`config.mk`:
```
export PLATFORM = sky130hd
export DESIGN_NAME = jmp_redirect_seq_flat
export DESIGN_NICKNAME = d
export VERILOG_FILES = /design/src/rtl/jmp_redirect_seq_if.sv /design/src/rtl/jmp_redirect_seq.sv /design/src/flat_wrapper.sv
export SDC_FILE = /design/constraint.sdc
export NUM_CORES = 1
export LEC_CHECK = 0
export ABC_AREA = 1
export CAP_MARGIN = 20
export CELL_PAD_IN_SITES_DETAIL_PLACEMENT = 0
export CELL_PAD_IN_SITES_GLOBAL_PLACEMENT = 1
export CORE_ASPECT_RATIO = 1.2
export CORE_MARGIN = 4
export CORE_UTILIZATION = 45
export CTS_CLUSTER_SIZE = 40
export DETAILED_ROUTE_END_ITERATION = 10
export PLACE_DENSITY = 0.8
export SLEW_MARGIN = 20
export SYNTH_ARGS = -nofsm -noshare
export SYNTH_HDL_FRONTEND = slang
export SYNTH_SLANG_ARGS = --single-unit
export TNS_END_PERCENT = 20
```
`constraint.sdc`:
```
create_clock -name clk -period 4 [get_ports clk]
set_input_delay 0.4 -clock clk [delete_from_list [all_inputs] [get_ports clk]]
set_output_delay 0.4 -clock clk [all_outputs]
set_load 0.1 [all_outputs]
```
`src/rtl/jmp_redirect_seq_if.sv`:
```
// Redirect, fetch and RAS status signals between the jump unit, the fetch side
// and the redirect sequencer.
interface jmp_redirect_seq_if #(
    parameter int unsigned DATA_W = 32
);
    logic              iValid;
    logic [1:0]        iKind;
    logic [DATA_W-1:0] iTarget;
    logic [DATA_W-1:0] iRetAdr;
    logic              oReady;
    logic [DATA_W-1:0] oFetchAdr;
    logic              oFetchValid;
    logic              iFetchReady;
    logic              oRasEmpty;
    logic              oRasFull;
    logic              oRasHit;
    logic              oRasMiss;
    logic              oRasOvf;

    modport slave (
        input  iValid, iKind, iTarget, iRetAdr, iFetchReady,
        output oReady, oFetchAdr, oFetchValid,
               oRasEmpty, oRasFull, oRasHit, oRasMiss, oRasOvf
    );

    modport master (
        output iValid, iKind, iTarget, iRetAdr, iFetchReady,
        input  oReady, oFetchAdr, oFetchValid,
               oRasEmpty, oRasFull, oRasHit, oRasMiss, oRasOvf
    );
endinterface

```
`src/rtl/jmp_redirect_seq.sv`:
```
// Fetch PC sequencer: steps the PC by 4 under a fetch handshake, redirects on
// jump-unit requests and keeps a return-address stack for hit/miss prediction.
module jmp_redirect_seq #(
    parameter int unsigned       DATA_W    = 32,
    parameter int unsigned       RAS_DEPTH = 8,
    parameter logic [DATA_W-1:0] RESET_PC  = '0
) (
    input  logic              clk,
    input  logic              rst,
    jmp_redirect_seq_if.slave bus
);

    localparam int unsigned       IDX_W    = $clog2(RAS_DEPTH);
    localparam int unsigned       CNT_W    = IDX_W + 1;
    localparam logic [CNT_W-1:0]  FULL_CNT = CNT_W'(RAS_DEPTH);
    localparam logic [DATA_W-1:0] PC_RST   = {RESET_PC[DATA_W-1:2], 2'b00};

    typedef enum logic [1:0] {S_IDLE, S_RUN, S_FLUSH} state_e;
    typedef enum logic [1:0] {
        K_JMP = 2'd0,
        K_JSR = 2'd1,
        K_COR = 2'd2,
        K_RET = 2'd3
    } kind_e;

    state_e            state_q, state_d;
    logic [DATA_W-1:0] pc_q, pc_d;
    logic [CNT_W-1:0]  count_q, count_d;
    logic [IDX_W-1:0]  sp_q, sp_d;
    logic              hit_q, hit_d;
    logic              miss_q, miss_d;
    logic              ovf_q, ovf_d;
    logic [DATA_W-1:0] ras_q [RAS_DEPTH];

    logic              ras_we;
    logic [IDX_W-1:0]  ras_waddr;
    kind_e             kind;
    logic [DATA_W-1:0] tgt_al;
    logic [DATA_W-1:0] ret_al;
    logic [IDX_W-1:0]  top_idx;
    logic [DATA_W-1:0] top_val;
    logic              ras_empty;
    logic              ras_full;
    logic              accept;
    logic              unused_lsbs;

    assign kind        = kind_e'(bus.iKind);
    assign tgt_al      = {bus.iTarget[DATA_W-1:2], 2'b00};
    assign ret_al      = {bus.iRetAdr[DATA_W-1:2], 2'b00};
    assign unused_lsbs = ^{bus.iTarget[1:0], bus.iRetAdr[1:0]};
    // sp_q is the next free slot; when full it also points at the oldest entry
    assign top_idx     = sp_q - IDX_W'(1);
    assign top_val     = ras_q[top_idx];
    assign ras_empty   = (count_q == '0);
    assign ras_full    = (count_q == FULL_CNT);
    assign accept      = (state_q == S_RUN) && bus.iValid;

    always_comb begin
        state_d   = state_q;
        pc_d      = pc_q;
        count_d   = count_q;
        sp_d      = sp_q;
        hit_d     = 1'b0;
        miss_d    = 1'b0;
        ovf_d     = 1'b0;
        ras_we    = 1'b0;
        ras_waddr = sp_q;
        case (state_q)
            S_IDLE: state_d = S_RUN;
            S_RUN: begin
                if (accept) begin
                    state_d = S_FLUSH;
                    pc_d    = tgt_al;
                    case (kind)
                        K_JSR: begin
                            ras_we = 1'b1;
                            sp_d   = sp_q + IDX_W'(1);
                            if (ras_full) ovf_d   = 1'b1;
                            else          count_d = count_q + CNT_W'(1);
                        end
                        K_RET: begin
                            if (ras_empty) begin
                                miss_d = 1'b1;
                            end else begin
                                hit_d   = (top_val == tgt_al);
                                miss_d  = (top_val != tgt_al);
                                sp_d    = top_idx;
                                count_d = count_q - CNT_W'(1);
                            end
                        end
                        K_COR: begin
                            // Pop then push collapses to an in-place overwrite of the top
                            ras_we = 1'b1;
                            if (ras_empty) begin
                                miss_d  = 1'b1;
                                sp_d    = sp_q + IDX_W'(1);
                                count_d = CNT_W'(1);
                            end else begin
                                hit_d     = (top_val == tgt_al);
                                miss_d    = (top_val != tgt_al);
                                ras_waddr = top_idx;
                            end
                        end
                        default: ;
                    endcase
                end else if (bus.iFetchReady) begin
                    pc_d = pc_q + DATA_W'(4);
                end
            end
            S_FLUSH: state_d = S_RUN;
            default: state_d = S_IDLE;
        endcase
    end

    always_ff @(posedge clk) begin
        if (rst) begin
            state_q <= S_IDLE;
            pc_q    <= PC_RST;
            count_q <= '0;
            sp_q    <= '0;
            hit_q   <= 1'b0;
            miss_q  <= 1'b0;
            ovf_q   <= 1'b0;
        end else begin
            state_q <= state_d;
            pc_q    <= pc_d;
            count_q <= count_d;
            sp_q    <= sp_d;
            hit_q   <= hit_d;
            miss_q  <= miss_d;
            ovf_q   <= ovf_d;
        end
    end

    always_ff @(posedge clk) begin
        if (ras_we) ras_q[ras_waddr] <= ret_al;
    end

    assign bus.oReady      = (state_q == S_RUN);
    assign bus.oFetchValid = (state_q == S_RUN);
    assign bus.oFetchAdr   = pc_q;
    assign bus.oRasEmpty   = ras_empty;
    assign bus.oRasFull    = ras_full;
    assign bus.oRasHit     = hit_q;
    assign bus.oRasMiss    = miss_q;
    assign bus.oRasOvf     = ovf_q;

endmodule

```
`src/flat_wrapper.sv`:
```
// flat-port wrapper written by rule: the top's interface ports become plain ports
module jmp_redirect_seq_flat 
#(
    parameter int unsigned       DATA_W    = 32,
    parameter int unsigned       RAS_DEPTH = 8,
    parameter logic [DATA_W-1:0] RESET_PC  = '0
)
  (clk, rst, bus_iValid, bus_iKind, bus_iTarget, bus_iRetAdr, bus_iFetchReady, bus_oReady, bus_oFetchAdr, bus_oFetchValid, bus_oRasEmpty, bus_oRasFull, bus_oRasHit, bus_oRasMiss, bus_oRasOvf);
  jmp_redirect_seq_if #(.DATA_W(DATA_W)) bus_i ();
  input  logic clk;
  input  logic rst;
  input wire logic [$bits(bus_i.iValid)-1:0] bus_iValid;
  input wire logic [$bits(bus_i.iKind)-1:0] bus_iKind;
  input wire logic [$bits(bus_i.iTarget)-1:0] bus_iTarget;
  input wire logic [$bits(bus_i.iRetAdr)-1:0] bus_iRetAdr;
  input wire logic [$bits(bus_i.iFetchReady)-1:0] bus_iFetchReady;
  output wire logic [$bits(bus_i.oReady)-1:0] bus_oReady;
  output wire logic [$bits(bus_i.oFetchAdr)-1:0] bus_oFetchAdr;
  output wire logic [$bits(bus_i.oFetchValid)-1:0] bus_oFetchValid;
  output wire logic [$bits(bus_i.oRasEmpty)-1:0] bus_oRasEmpty;
  output wire logic [$bits(bus_i.oRasFull)-1:0] bus_oRasFull;
  output wire logic [$bits(bus_i.oRasHit)-1:0] bus_oRasHit;
  output wire logic [$bits(bus_i.oRasMiss)-1:0] bus_oRasMiss;
  output wire logic [$bits(bus_i.oRasOvf)-1:0] bus_oRasOvf;
  assign bus_i.iValid = bus_iValid;
  assign bus_i.iKind = bus_iKind;
  assign bus_i.iTarget = bus_iTarget;
  assign bus_i.iRetAdr = bus_iRetAdr;
  assign bus_i.iFetchReady = bus_iFetchReady;
  assign bus_oReady = bus_i.oReady;
  assign bus_oFetchAdr = bus_i.oFetchAdr;
  assign bus_oFetchValid = bus_i.oFetchValid;
  assign bus_oRasEmpty = bus_i.oRasEmpty;
  assign bus_oRasFull = bus_i.oRasFull;
  assign bus_oRasHit = bus_i.oRasHit;
  assign bus_oRasMiss = bus_i.oRasMiss;
  assign bus_oRasOvf = bus_i.oRasOvf;
  jmp_redirect_seq #(.DATA_W(DATA_W), .RAS_DEPTH(RAS_DEPTH), .RESET_PC(RESET_PC)) u_core (.clk(clk), .rst(rst), .bus(bus_i));
endmodule
```
Word level (Yosys, flattened, before mapping)
Memory sizes are Yosys's and may differ from the RTL's.
Cells that the tools add are included.
{ "word_totals": {"ff_bits": 44, "mem_bits_rw": 240, "wordCells": 64, "mem_count": 1} }
{ "op_classes": {"n_addsub": 5, "n_eq_ne": 12, "mux": 21, "bitwise": 4, "n_reduce_logical": 14} }
{ "mem_list": {"columns": ["memory", "words", "word_bits", "read_ports", "rd_ports_with_merged_regs", "write_ports", "line", "rtl"], "rows": [
  ["u_core.ras_q", 8, 30, 1, 0, 1, "jmp_redirect_seq.sv:33", "logic [DATA_W-1:0] ras_q [RAS_DEPTH];"]
]} }
{ "op_table": {"columns": ["op", "n"], "rows": [
  ["32-bit two-way mux", 2],
  ["32-bit by 3-bit adder with 32-bit output (second input constant)", 1],
  ["32-bit equality test", 1],
  ["32-bit != test", 1],
  ["3-bit two-way mux", 5],
  ["4-bit two-way mux", 3],
  ["4-bit case mux with 3 select lines", 1],
  ["3-bit case mux with 3 select lines", 1],
  ["4-bit OR reduction", 2],
  ["1-bit two-way mux", 7],
  ["2-bit equality test (second input constant)", 3],
  ["2-bit != test (second input constant)", 3],
  ["6-bit AND reduction", 1],
  ["2-bit OR reduction", 3],
  ["5-bit OR reduction", 1],
  ["4-bit by 1-bit adder with 4-bit output (second input constant)", 1],
  ["2-bit by 1-bit equality test with 1-bit output (second input constant)", 2],
  ["4-bit equality test (second input constant)", 1],
  ["4-bit zero test", 1],
  ["1-bit inverter", 4],
  ["2-bit case mux with 2 select lines", 1],
  ["4-bit AND reduction", 1],
  ["4-bit by 1-bit subtractor with 4-bit output (second input constant)", 1],
  ["3-bit by 1-bit adder with 3-bit output (second input constant)", 1],
  ["8 further kinds", 8]
]} }

Logic depth before layout (Yosys ltp)
Gate-level depths: netlist of run 1.
{ "logic_depth": {"depth_word": 7, "depth_mapped": 21} }

Worst setup path after synthesis of run 1
Ideal clock, no wire load.
{ "synth_timing": {"kind": "register -> register", "startpoint": "register u_core.state_q[0]", "endpoint": "memory u_core.ras_q[4][0] (netlist name) (enable)", "t_arrival_ns": 3.500, "required_time_ns": 3.583, "setup_slack_ns": 0.083, "stages_incl_launch_ff": 9, "path_buffers": 0, "cell_sequence": "dfxtp_1 inv_1 nor2_2 nand2_1 nor2_1 inv_1 o21ai_0 nand2_1 nor2_1"} }
{ "synth_between": {"elab_chain_len": 6, "elab_cells_between_ends": 8} }
{ "synth_lines": {"columns": ["item", "line", "rtl"], "rows": [
  ["from (decl)", "jmp_redirect_seq.sv:26", "state_e state_q, state_d;"],
  ["from (signal assigned)", "jmp_redirect_seq.sv:125", "state_q <= state_d;"],
  ["2-bit by 1-bit equality test with 1-bit output (*)", null, null],
  ["via bus_oFetchValid", "flat_wrapper.sv:19", "output wire logic [$bits(bus_i.oFetchValid)-1:0] bus_oFetchValid;"],
  ["1-bit logical AND", "jmp_redirect_seq.sv:56", "assign accept = (state_q == S_RUN) && bus.iValid;"],
  ["1-bit two-way mux", "jmp_redirect_seq.sv:71", "if (accept) begin"],
  ["1-bit two-way mux", "jmp_redirect_seq.sv:68", "case (state_q)"],
  ["1-bit two-way mux", "jmp_redirect_seq.sv:136", "if (ras_we) ras_q[ras_waddr] <= ret_al;"],
  ["1-bit two-way mux (implied by the code)", "jmp_redirect_seq.sv:136", null],
  ["to (decl)", "jmp_redirect_seq.sv:33", null]
]} }
The timed path passes the listed nets; every way through them passes the cells marked *.

Final worst setup path of run 1
{ "layout_timing": {"startpoint": "register u_core.sp_q[0]", "endpoint": "register u_core.miss_q (netlist: u_core.bus.oRasMiss)"} }
{ "layout_between": {"elab_chain_len": 4} }
{ "layout_lines": {"columns": ["item", "line", "rtl"], "rows": [
  ["from (decl)", "jmp_redirect_seq.sv:29", "logic [IDX_W-1:0] sp_q, sp_d;"],
  ["from (signal assigned)", "jmp_redirect_seq.sv:128", "sp_q <= sp_d;"],
  ["3-bit by 1-bit subtractor with 3-bit output", "jmp_redirect_seq.sv:52", "assign top_idx = sp_q - IDX_W'(1);"],
  ["memory 8 x 30 bit", null, null],
  ["32-bit != test", "jmp_redirect_seq.sv:86, jmp_redirect_seq.sv:100", null],
  ["1-bit two-way mux", "jmp_redirect_seq.sv:82, jmp_redirect_seq.sv:94", null],
  ["to (signal assigned)", "jmp_redirect_seq.sv:130", "miss_q <= miss_d;"],
  ["to (decl)", "jmp_redirect_seq.sv:31", "logic miss_q, miss_d;"]
]} }
No other way between the ends.
A chain may end at the register's enable or synchronous reset.

==> summary.md, run 1 <==
| Metric | Value |
|---|---|
| Vias | `10407` |
| Clock Skew | `0.01194 ns` |
| WL per Instance | `17.97 um` |
| N_diodes | `0` |
| RSZ-0062 raised after global routing | `no` |
| CP Buf/Inv Count | `2` |
| CP peak stage delay | `0.67 ns` |
| Post-CTS setup repair buffer count | `0` |
| Layout Nets | `1700` |
| Least-Margin Pin Slew | `0.9894 ns` |
| Part of the cycle the worst path needs | `75.99%` |
| Worst EP arrival | `3.45 ns` |
| Initial antenna violation count | `1` |
| Non-Filler Instances | `2032` |
| Total die area | `0.03296 mm2` |
| Max_cap viols | `0` |
| Filler cell count in the final layout | `2674` |
| CP max stage cell | `buf_4` |
| Fin. Hold Viols | `0` |
| Detailed-router iteration count before antenna repair | `5` |
| Synth cell types | `41` |
| CTS resizes | `0` |
| Max Clk Rate | `0.3290 GHz` |
| WHS | `0.4990 ns` |
| Clock Tree Root | `clkbuf_16` |
| Slew Viols, Final | `0` |
| Layout cells sized above 1 | `6.029%` |
| Port Buf Inserts | `102` |
| CP delay by family, top | `buffers and inverters` |
| Area leader, netlist | `edfxtp_1` |
| Startpoint types | `register` |
| Die width | `166.4 um` |
| # placed instances | `1979` |
| Largest net degree at the start of global routing | `65` |
| Crit-path max FO | `64` |
| Peak supply drop | `0.2956 mV` |
| Die height | `198.1 um` |
| Tmin final | `3.040 ns` |
| H-Tree Level Count | `1` |
| Number of synthesized register bits | `282` |
| Gr usage total | `21.83%` |
| Initial Util | `45.63%` |
| Post-Synthesis Cells | `1527` |
| Vias in the first global route | `9967` |
| Synth top area cells | `edfxtp_1, nand2_1, dfxtp_1` |
| CTS Buffer Depth | `3` |
| Share of the synthesized area in the top cell type | `53.19%` |
| Primary FF master, synth | `edfxtp_1` |
| Core box area | `0.02970 mm2` |
| DRT iter0 DRCs | `834` |
| # IOs | `109` |
| Hold buffer count at CTS | `0` |
| Synth Warn # | `0` |
| # clock sinks | `282` |
| Leak | `6.705 nW` |
| GPL Wtd Cong | `0.9481` |
| Status | `finished clean` |
| Clk_lat worst skew | `0.55 ns` |
| Residual antenna-violating net count after detailed routing | `0` |
| DPL Wire Length | `23.67 mm` |
| Grt ovf | `0` |
| Syn Area/Cell | `8.874 um2` |
| Part of the Yosys area used for sequential elements | `59.39%` |
| Pwr/cell area | `445.9 mW/mm2` |
| Max_slew headroom | `33.84%` |
| Drt total wl | `36.52 mm` |
| Num CTS Buffers | `29` |
| # DRC | `0` |
| Final-report setup violation count | `0` |
| Critical path, cell by cell | `buf_4, buf_4, nand2_1, nand3_1, nand3_1, nand3_1, nand2_1, nor2_1, nand2_1, nor2_1, nand2_1, nor2_1, nor2_1` |
| Cell Rows | `69` |
| Synthesized area | `0.01355 mm2` |
| First-pass GRT wire length | `56.15 mm` |
| Worst EP required | `4.41 ns` |
| Crit end category | `register` |
| CP Class | `reg2reg` |
| Final core occ | `54.34%` |
| CTS tree | `yes` |
| Worst Hold Class | `reg2reg` |
| Post-synth ARST share | `0%` |
| Via-to-Cell Ratio | `5.122` |
| Worst-path clk slew | `0.06 ns` |
| Setup TNS | `0 ns` |
| Area grow syn2layout | `19.10%` |
| EDFF count, synth | `240` |
[state kept, by name, summed over array words and instances (netlist names)]
| name | flops |
|---|---|
| u_core.sp_q | 3 |
| u_core.count_q | 4 |
| u_core.state_q | 2 |
| u_core.bus.oRasMiss | 1 |
| u_core.bus.oFetchAdr | 30 |
| u_core.bus.oRasOvf | 1 |
| u_core.bus.oRasHit | 1 |
| u_core.ras_q | 240 |
[cell type report]
class                      instances  area (um2)  area share [%]
clock buffer                      31       733.2           4.543
clock inverter                    22       317.8           1.969
inverter                         229       860.8           5.334
multi-input combinational        955        4420           27.39
sequential                       282        8051           49.89
tap                              390       488.0           3.024
timing repair buffer             123        1266           7.846
[power by group]
part / internal (mW) / leakage, nW / switching [mW]
Combinational: 0.290 / 3.70 / 0.681
Sequential: 3.22 / 2.50 / 0.0307
Clock: 1.84 / 0.503 / 1.14
[cells by family after synthesis]
group,Yosys count,share of synthesized area [%]
adder cells (fa/ha/maj),10,0.9788
flip-flops,282,59.39
XOR/XNOR,9,0.6926
AO/OA/AOI/OAI,94,4.091
AND/OR/NAND/NOR,840,26.18
buffers and inverters,291,8.643
other,1,0.02767
[metal layers]
layer | GRT usage (%) | part of all wire [%] | wire, um
met2 | 38.34 | 49 | 18050
met1 | 27.56 | 41 | 14900
met3 | 3.415 | 6.3 | 2286
met4 | 7.911 | 3.5 | 1288
met5 | 0 | 0 | 0
[layout by cell type (no fill, tap or decap), types with 11 or more instances in the layout]
cell type        synthesis  routed
a21oi_1                 21      21
buf_4                    5      14
clkbuf_16                0      29
clkdlybuf4s50_1          0     102
dfxtp_1                 42      41
edfxtp_1               240     240
inv_1                  221     221
nand2_1                513     513
nand3_1                167     167
nand3_2                 11      11
nand3b_1                12      12
nand4_1                 13      13
nor2_1                 102      94
nor3_1                  14      14
o21ai_0                 37      37
[worst paths after layout]
check	start	to	slack, ns	depth (start not counted)
hold / removal	u_core.bus.oFetchAdr[31]	u_core.bus.oFetchAdr[31]	0.50	2
setup reg to reg	u_core.sp_q[0]	u_core.bus.oRasMiss	0.96	13
setup / recovery	u_core.sp_q[0]	u_core.bus.oRasMiss	0.96	13
hold reg to reg	u_core.bus.oFetchAdr[31]	u_core.bus.oFetchAdr[31]	0.50	2
[Yosys cell counts (all sizes together) (8+ instances only)]
master	instances
a21oi	22
a31oi	8
buf	43
clkbuf	19
dfxtp	42
edfxtp	240
ha	9
inv	225
nand2	515
nand3	178
nand3b	12
nand4	13
nor2	105
nor3	14
o21ai	40
[worst reg2reg max path, delay by kind of cell (launching register included)]
kind	cells	cell delay, ns
buffers and inverters	2	1.29
DFF	1	0.35
and+or+nand+nor	11	1.25
[stage by stage]
stage / cell area (um2) / worst slack (ns) / total power [mW]
2_1_floorplan: 13550 / 0.08305 / 3.954
3_3_place_gp: 15090 / 0.8012 / 4.275
3_5_place_dp: 15090 / 0.7147 / 4.288
4_1_cts: 16140 / 0.9423 / 7.253
5_1_grt: 16140 / 0.7196 / 7.479
6_report: 16140 / 0.9604 / 7.196
Note: power is estimated with default switching activity, not from simulation.
==> run 2: changes to the inputs <==
==> constraint.sdc (replaced) <==
create_clock -name clk -period 3.1 [get_ports clk]
set_input_delay 0.31 -clock clk [delete_from_list [all_inputs] [get_ports clk]]
set_output_delay 0.31 -clock clk [all_outputs]
set_load 0.1 [all_outputs]
==> run 2 against run 1 <==
  * First-iteration DRC count shrank 1.2%
  * Sequential power grew 29%
  * Sequential cell count is the same
  * Clock skew shrank 0.0043 ns
  * Clock power grew 18%
  * Design area grew 0.37%
  * Via count shrank 0.75%
  * Largest power group unchanged
  * Die area is the same
  * Sequential share of layout area shrank 0.18 points
  * Global-route usage shrank 0.30 points
==> summary.md, run 2 (synthesis results as in run 1) <==
| Metric | Value |
|---|---|
| Crit end category | `register` |
| Worst-path clk slew | `0.06 ns` |
| Total die area | `0.03296 mm2` |
| Filler cell count in the final layout | `2690` |
| Core box area | `0.02970 mm2` |
| Die width | `166.4 um` |
| WL per Instance | `17.79 um` |
| Clk_lat worst skew | `0.54 ns` |
| CTS resizes | `0` |
| Clock Skew | `0.007594 ns` |
| Worst EP required | `3.32 ns` |
| Drt total wl | `36.41 mm` |
| Max_slew headroom | `34.88%` |
| Max Clk Rate | `0.3838 GHz` |
| Slew Viols, Final | `0` |
| Min-Delay Path Depth | `3` |
| Crit. Startpoint | `u_core.sp_q[0]` |
| Via-to-Cell Ratio | `5.048` |
| DRT iter0 DRCs | `824` |
| H-Tree Level Count | `1` |
| Reg2Reg Setup Slack | `0.49 ns` |
| Leak | `6.826 nW` |
| Least-Margin Pin Slew | `0.9738 ns` |
| Status | `finished clean` |
| R2r endpoint | `u_core.ras_q[2][7]` |
| Die height | `198.1 um` |
| Tmin final | `2.605 ns` |
| Layout Nets | `1715` |
| Fin. Hold Viols | `0` |
| Place WS | `0.2377 ns` |
| Setup WS post-layout | `0.4946 ns` |
| Hold buffer count at CTS | `0` |
| # IOs | `109` |
| Worst Hold Class | `in2reg` |
| Peak supply drop | `0.4051 mV` |
| Grt ovf | `0` |
| GPL Wtd Cong | `0.9691` |
| DPL Wire Length | `24.31 mm` |
| Worst R2R Path Depth | `9` |
| Clock Tree Root | `clkbuf_16` |
| Vias | `10329` |
| Cell Rows | `69` |
| RSZ-0062 raised after global routing | `no` |
| Initial Util | `45.63%` |
| Crit Reg-Reg Startpoint | `u_core.sp_q[0]` |
| Final-report setup violation count | `0` |
| Area grow syn2layout | `19.54%` |
| CTS tree | `yes` |
| Most flop-heavy register | `u_core.ras_q` |
| CP endpoint | `u_core.ras_q[2][7]` |
| Max_cap viols | `0` |
| Gr usage total | `21.53%` |
| Commonest cells after routing, fill and taps aside | `nand2_1, edfxtp_1, inv_1, nand3_1, nor2_1` |
| Initial antenna violation count | `0` |
| Num CTS Buffers | `28` |
| Layout cells sized above 1 | `8.152%` |
| Startpoint types | `register` |
| Commonest non-fill, non-tap cell in the layout | `nand2_1` |
| Largest net degree at the start of global routing | `126` |
| First-pass GRT wire length | `55.21 mm` |
| Pwr/cell area | `554.2 mW/mm2` |
| # DRC | `0` |
| CP Class | `reg2reg` |
| Part of the cycle the worst path needs | `84.04%` |
| N_diodes | `0` |
| Crit-path max FO | `13` |
| Vias in the first global route | `9691` |
| Setup TNS | `0 ns` |
| Residual antenna-violating net count after detailed routing | `0` |
| Post-CTS setup repair buffer count | `0` |
| CTS Buffer Depth | `3` |
| Placed Area | `0.01525 mm2` |
| Max reg flops | `240` |
| Detailed-router iteration count before antenna repair | `5` |
| Port Buf Inserts | `102` |
| # clock sinks | `282` |
| Worst EP arrival | `2.83 ns` |
| Finished Cell Area | `0.01620 mm2` |
[run 2: report_power, final]
part	switching [mW]	internal, mW
sequential	0.0405	4.16
clock	1.38	2.11
combinational	0.895	0.398
[run 2: critical path, cell delays in order (launching register included)]
cell and delay (ns):
dfxtp_4 0.36, clkinv_2 0.07, ha_2 0.25, xnor2_4 0.45, buf_4 0.30, o21ai_0 0.17
inv_1 0.10, nand2_1 0.13, nor2_4 0.14, buf_4 0.29
[run 2: worst min path at each step]
stage / from / slack (ns) / end
finish: bus_iValid / 0.46 / u_core.state_q[0]
global route: bus_iValid / 0.48 / u_core.state_q[0]
CTS: bus_iValid / 0.44 / u_core.state_q[0]
detailed placement: u_core.bus.oFetchAdr[31] / 0.48 / u_core.bus.oFetchAdr[31]
global placement: u_core.bus.oFetchAdr[31] / 0.48 / u_core.bus.oFetchAdr[31]
floorplan: bus_iRetAdr[2] / 0.41 / u_core.ras_q[0][0]
[run 2: layer usage]
metal	track usage, %	wire [um]
met5	0	0
met4	7.760	1259
met3	3.315	1792
met2	37.59	17900
met1	27.40	15460
[run 2: layout make-up]
| type | instances | area [um2] | share of cell area, % |
|---|---|---|---|
| clock inverter | 18 | 205.2 | 1.267 |
| multi-input combinational | 955 | 4425 | 27.32 |
| clock buffer | 33 | 740.7 | 4.573 |
| sequential | 282 | 8051 | 49.71 |
| tap | 390 | 488.0 | 3.013 |
| timing repair buffer | 139 | 1426 | 8.806 |
| inverter | 229 | 860.8 | 5.314 |
[run 2: through the flow]
| stage | power (mW) | utilization (%) | instances | hold slack (ns) |
|---|---|---|---|---|
| after floorplan | 5.105 | - | 1528 | 0.4089 |
| after global placement | 5.564 | 51.36 | 1995 | 0.4758 |
| after detailed placement | 5.577 | 51.36 | 1995 | 0.4829 |
| after CTS | 9.056 | 54.54 | 2046 | 0.4384 |
| after global routing | 9.311 | 54.54 | 2046 | 0.4827 |
| final | 8.977 | 54.54 | 2046 | 0.4594 |
==> RTL change 1: new RTL, config.mk and constraints of run 1 <==
`RAS_DEPTH` is set to 8 in 2 places; all go to 16.
--- a/src/rtl/jmp_redirect_seq.sv
+++ b/src/rtl/jmp_redirect_seq.sv
@@ -2,7 +2,7 @@
 // jump-unit requests and keeps a return-address stack for hit/miss prediction.
 module jmp_redirect_seq #(
     parameter int unsigned       DATA_W    = 32,
-    parameter int unsigned       RAS_DEPTH = 8,
+    parameter int unsigned       RAS_DEPTH = 16,
     parameter logic [DATA_W-1:0] RESET_PC  = '0
 ) (
     input  logic              clk,
--- a/src/flat_wrapper.sv
+++ b/src/flat_wrapper.sv
@@ -2,7 +2,7 @@
 module jmp_redirect_seq_flat 
 #(
     parameter int unsigned       DATA_W    = 32,
-    parameter int unsigned       RAS_DEPTH = 8,
+    parameter int unsigned       RAS_DEPTH = 16,
     parameter logic [DATA_W-1:0] RESET_PC  = '0
 )
   (clk, rst, bus_iValid, bus_iKind, bus_iTarget, bus_iRetAdr, bus_iFetchReady, bus_oReady, bus_oFetchAdr, bus_oFetchValid, bus_oRasEmpty, bus_oRasFull, bus_oRasHit, bus_oRasMiss, bus_oRasOvf);
Formal check against the unedited RTL: no difference found for any inputs over 4 cycles, from zero or initial values and one cycle with rst high; that may be too few to reach the edited logic, so the function may still have changed.
==> RTL change 1 against run 1 <==
Wire length increased by 69%; count of clock-buffer cells in the layout increased by 29; design area increased by 64%; clock power increased by 76%; synthesized area increased by 68%; power increased by 78%; setup slack got worse by 0.52 ns; sequential cell count increased by 242.
==> RTL change 1: results (changes against run 1) <==
[cells_and_area]
final_layout_size_suffix_gt1_frac=0.0665  ; +0.00623
largest_register_ff_count=480  ; +100%
nFillCells=4182  ; +56%
nNetsFinal=2339  ; +38%
final_core_util=0.534  ; -0.00978

[placed_design]
place_congestion=0.870  ; -8.2%
placed_cell_area_sq_um=24600  ; +63%
dp_cells=2841  ; +44%

[logic_synthesis]
synth.area.top_cells=edfxtp_1 (63%), nand2_1 (12%), nand3_1 (11%), dfxtp_1 (3.9%), buf_2 (1.5%)
synth_fa_ha_area_frac=0.00639  ; -0.00340
avgSynthCellArea_sq_um=10.4  ; +18%
yosysUniqueCellTypes=37  ; -9.8%
synth_edf_count=480  ; +100%
ys_seq_area_frac=0.673  ; +0.0791

[power]
p_int_uw=9560  ; +79%
p_leak_uw=0.00957  ; +43%

[clocking]
cts-htree-levels=2  ; +1
clk_latency_ns=0.61  ; +0.06 ns

[routing]
firstDrtPassIters=7  ; +2
wl_met2_mm=30.2  ; +67%
top_layer=met5
met3_length_mm=4.23  ; +85%

[min_path]
hp-start=u_core.state_q[0]

[setup_path]
r2r_slack_ns=0.44  ; -0.52 ns
endpoint=u_core.ras_q[12][5]

[global_route]
gr-usage-met2=0.378  ; -0.00520
grt_pass1_vias=14998  ; +50%

[sta]
min_period_ns=3.56  ; +0.518 ns
worst_slew_pin_slew_ns=1.21  ; +0.225 ns

[outcome]
outcome=complete, no violations

RTL change 1: logic make-up (layout without fill, tap and decap cells):
logic type               count (synthesis)  in the layout
XOR/XNOR                                17             17
adder cells (fa/ha/maj)                 11             11
flip-flops                             524            524
AND/OR/NAND/NOR                       1316           1316
buffers and inverters                  208            328
other                                    1              2
AO/OA/AOI/OAI                          102            102
RTL change 1: area by class of cell:
type                            count  share of cell area
Tap cell                          637              0.0301
Timing Repair Buffer              139              0.0581
Multi-Input combinational cell   1448               0.251
Clock buffer                       60              0.0503
Sequential cell                   524               0.579
Clock inverter                     36              0.0189
Inverter                           93              0.0134
RTL change 1: worst register-to-register path: cells and delay by family (launching register included):
kind | cells | cell delay [ns]
buffers and inverters | 4 | 1.09
and+or+nand+nor | 2 | 0.72
DFF | 1 | 0.61
adders and majority gates | 1 | 0.40
AOI/OAI and AO/OA | 1 | 0.39
==> RTL change 2: new RTL, settings of run 1 <==
Without the edit above. Encoding of `state_e`: now one-hot (3 bits for 3 states).
--- a/src/rtl/jmp_redirect_seq.sv
+++ b/src/rtl/jmp_redirect_seq.sv
@@ -15,7 +15,7 @@
     localparam logic [CNT_W-1:0]  FULL_CNT = CNT_W'(RAS_DEPTH);
     localparam logic [DATA_W-1:0] PC_RST   = {RESET_PC[DATA_W-1:2], 2'b00};
 
-    typedef enum logic [1:0] {S_IDLE, S_RUN, S_FLUSH} state_e;
+    typedef enum logic [2:0] {S_IDLE = 3'b001, S_RUN = 3'b010, S_FLUSH = 3'b100} state_e;
     typedef enum logic [1:0] {
         K_JMP = 2'd0,
         K_JSR = 2'd1,
Function: same outputs for any inputs over 4 cycles, from zero or initial values and one cycle with rst high; so few cycles prove little.
==> RTL change 2 against run 1 <==
Non-clock buffer count increased by 7; wire length increased by 0.30%; largest cell class unchanged; setup slack got worse by 0.013 ns; synthesized area grew 0.33%; design area is 0.51% lower; sequential power is essentially flat; power shrank 8.1%; sequential cell count rose by 1.
==> RTL change 2: results (changes against run 1) <==
[outcome]
outcome=complete, no violations

[logic_synthesis]
synth_commonest_cells=nand2_1 (496), edfxtp_1 (240), inv_1 (220)
synth_xor_area_frac=0.00819  ; +0.00127
synth_fa_ha_area_frac=0.00976  ; -0.0000324
ys_seq_area_frac=0.593  ; about the same
synth_compound_area_frac=0.0491  ; +0.00824

[setup_path]
worstPathMaxFanout=8  ; -88%
worst_path_max_delay_cell=clkdlybuf4s50_1
cpPeakStageDelay_ns=1.17  ; +0.50 ns
crit_start=u_core.count_q[0]
crit_arrival_ns=2.65  ; -0.80 ns

[power]
ir_worst_vdd_mv=0.344  ; +16%
p_int_uw=4930  ; -7.9%
p_leak_uw=0.00662  ; -1.3%

[clocking]
postCtsSetupBuffers=0  ; unchanged
path_clk_slew_ns=0.06  ; about the same
clk_latency_ns=0.55  ; about the same
clk_path_buf_depth=3  ; unchanged
cts-htree-levels=1  ; unchanged

[routing]
via_per_inst=5.11  ; -0.29%
drt_iter0_markers=892  ; +7.0%
met3_length_mm=2.18  ; -4.6%
wl_met2_mm=18.4  ; +1.8%
met1Wirelength_mm=14.9  ; +0.28%
wirelength_mm=36.6  ; +0.30%

[sta]
fin_skew_ns=0.0108  ; -0.00117 ns

[placed_design]
dp_hpwl_mm=24.5  ; +3.5%
place_congestion=0.927  ; -2.2%

[global_route]
grt_pass1_wl_mm=56.3  ; +0.25%
gr-usage-met1=0.276  ; about the same
antenna_found_initial=0  ; -1
gr-usage-met3=0.0316  ; -0.00254
track_usage=0.218  ; -0.000464
gr-usage-met2=0.390  ; +0.00648

[cells_and_area]
nNetsFinal=1712  ; +0.71%
nFillCells=2694  ; +0.75%
final_layout_size_suffix_gt1_frac=0.0580  ; -0.00229

[min_path]
hp-start=bus_iValid
hp-class=in2reg

==> RTL change 2: cell types whose count changed after synthesis, moves of 4 or more <==
cell      delta
a211oi_1     +8
o21ai_0      -7
nand3_2     -11
nand4_1      -4
nand3b_1     +4
nand2_1     -17
a21oi_1      +7
o211ai_1     +8
or2_2        +6
nor2_1      +13
a31oi_1      -4
==> RTL change 2: final cells by class <==
| cell class | count | share of cell area |
|---|---|---|
| clock buffer | 36 | 0.0468 |
| clock inverter | 18 | 0.0105 |
| inverter | 225 | 0.0527 |
| multi-input combinational | 963 | 0.278 |
| sequential | 283 | 0.503 |
| tap | 390 | 0.0304 |
| timing repair buffer | 130 | 0.0785 |
==> RTL change 2: power groups by stage <==
| stage | registers [uW] | logic, uW | clock network (uW) |
|---|---|---|---|
| 6_report | 3240 | 765 | 2600 |
| 5_1_grt | 3240 | 845 | 2760 |
| 4_1_cts | 3240 | 770 | 2650 |
| 3_5_place_dp | 3300 | 766 | 0 |
| 3_3_place_gp | 3300 | 758 | 0 |
| 2_1_floorplan | 3380 | 408 | 0 |
==> RTL change 2: stage by stage <==
step	setup WS, ns	cell area [sq um]	instances	total power (uW)
floorplan	0.424	13600	1534	3790
global route	0.532	16100	2045	6850
CTS	0.930	16100	2045	6660
global placement	0.850	15100	1991	4060
detailed placement	0.799	15100	1991	4070
finish	0.947	16100	2045	6610
==> RTL change 2: final timing paths <==
path                                   end  depth (start not counted)  slack [ns]
hold reg to reg   u_core.bus.oFetchAdr[31]                          2        0.50
setup / recovery             bus_oRasEmpty                          4        0.95
hold / removal           u_core.state_q[1]                          2        0.44
setup reg to reg        u_core.bus.oRasHit                         14        0.96
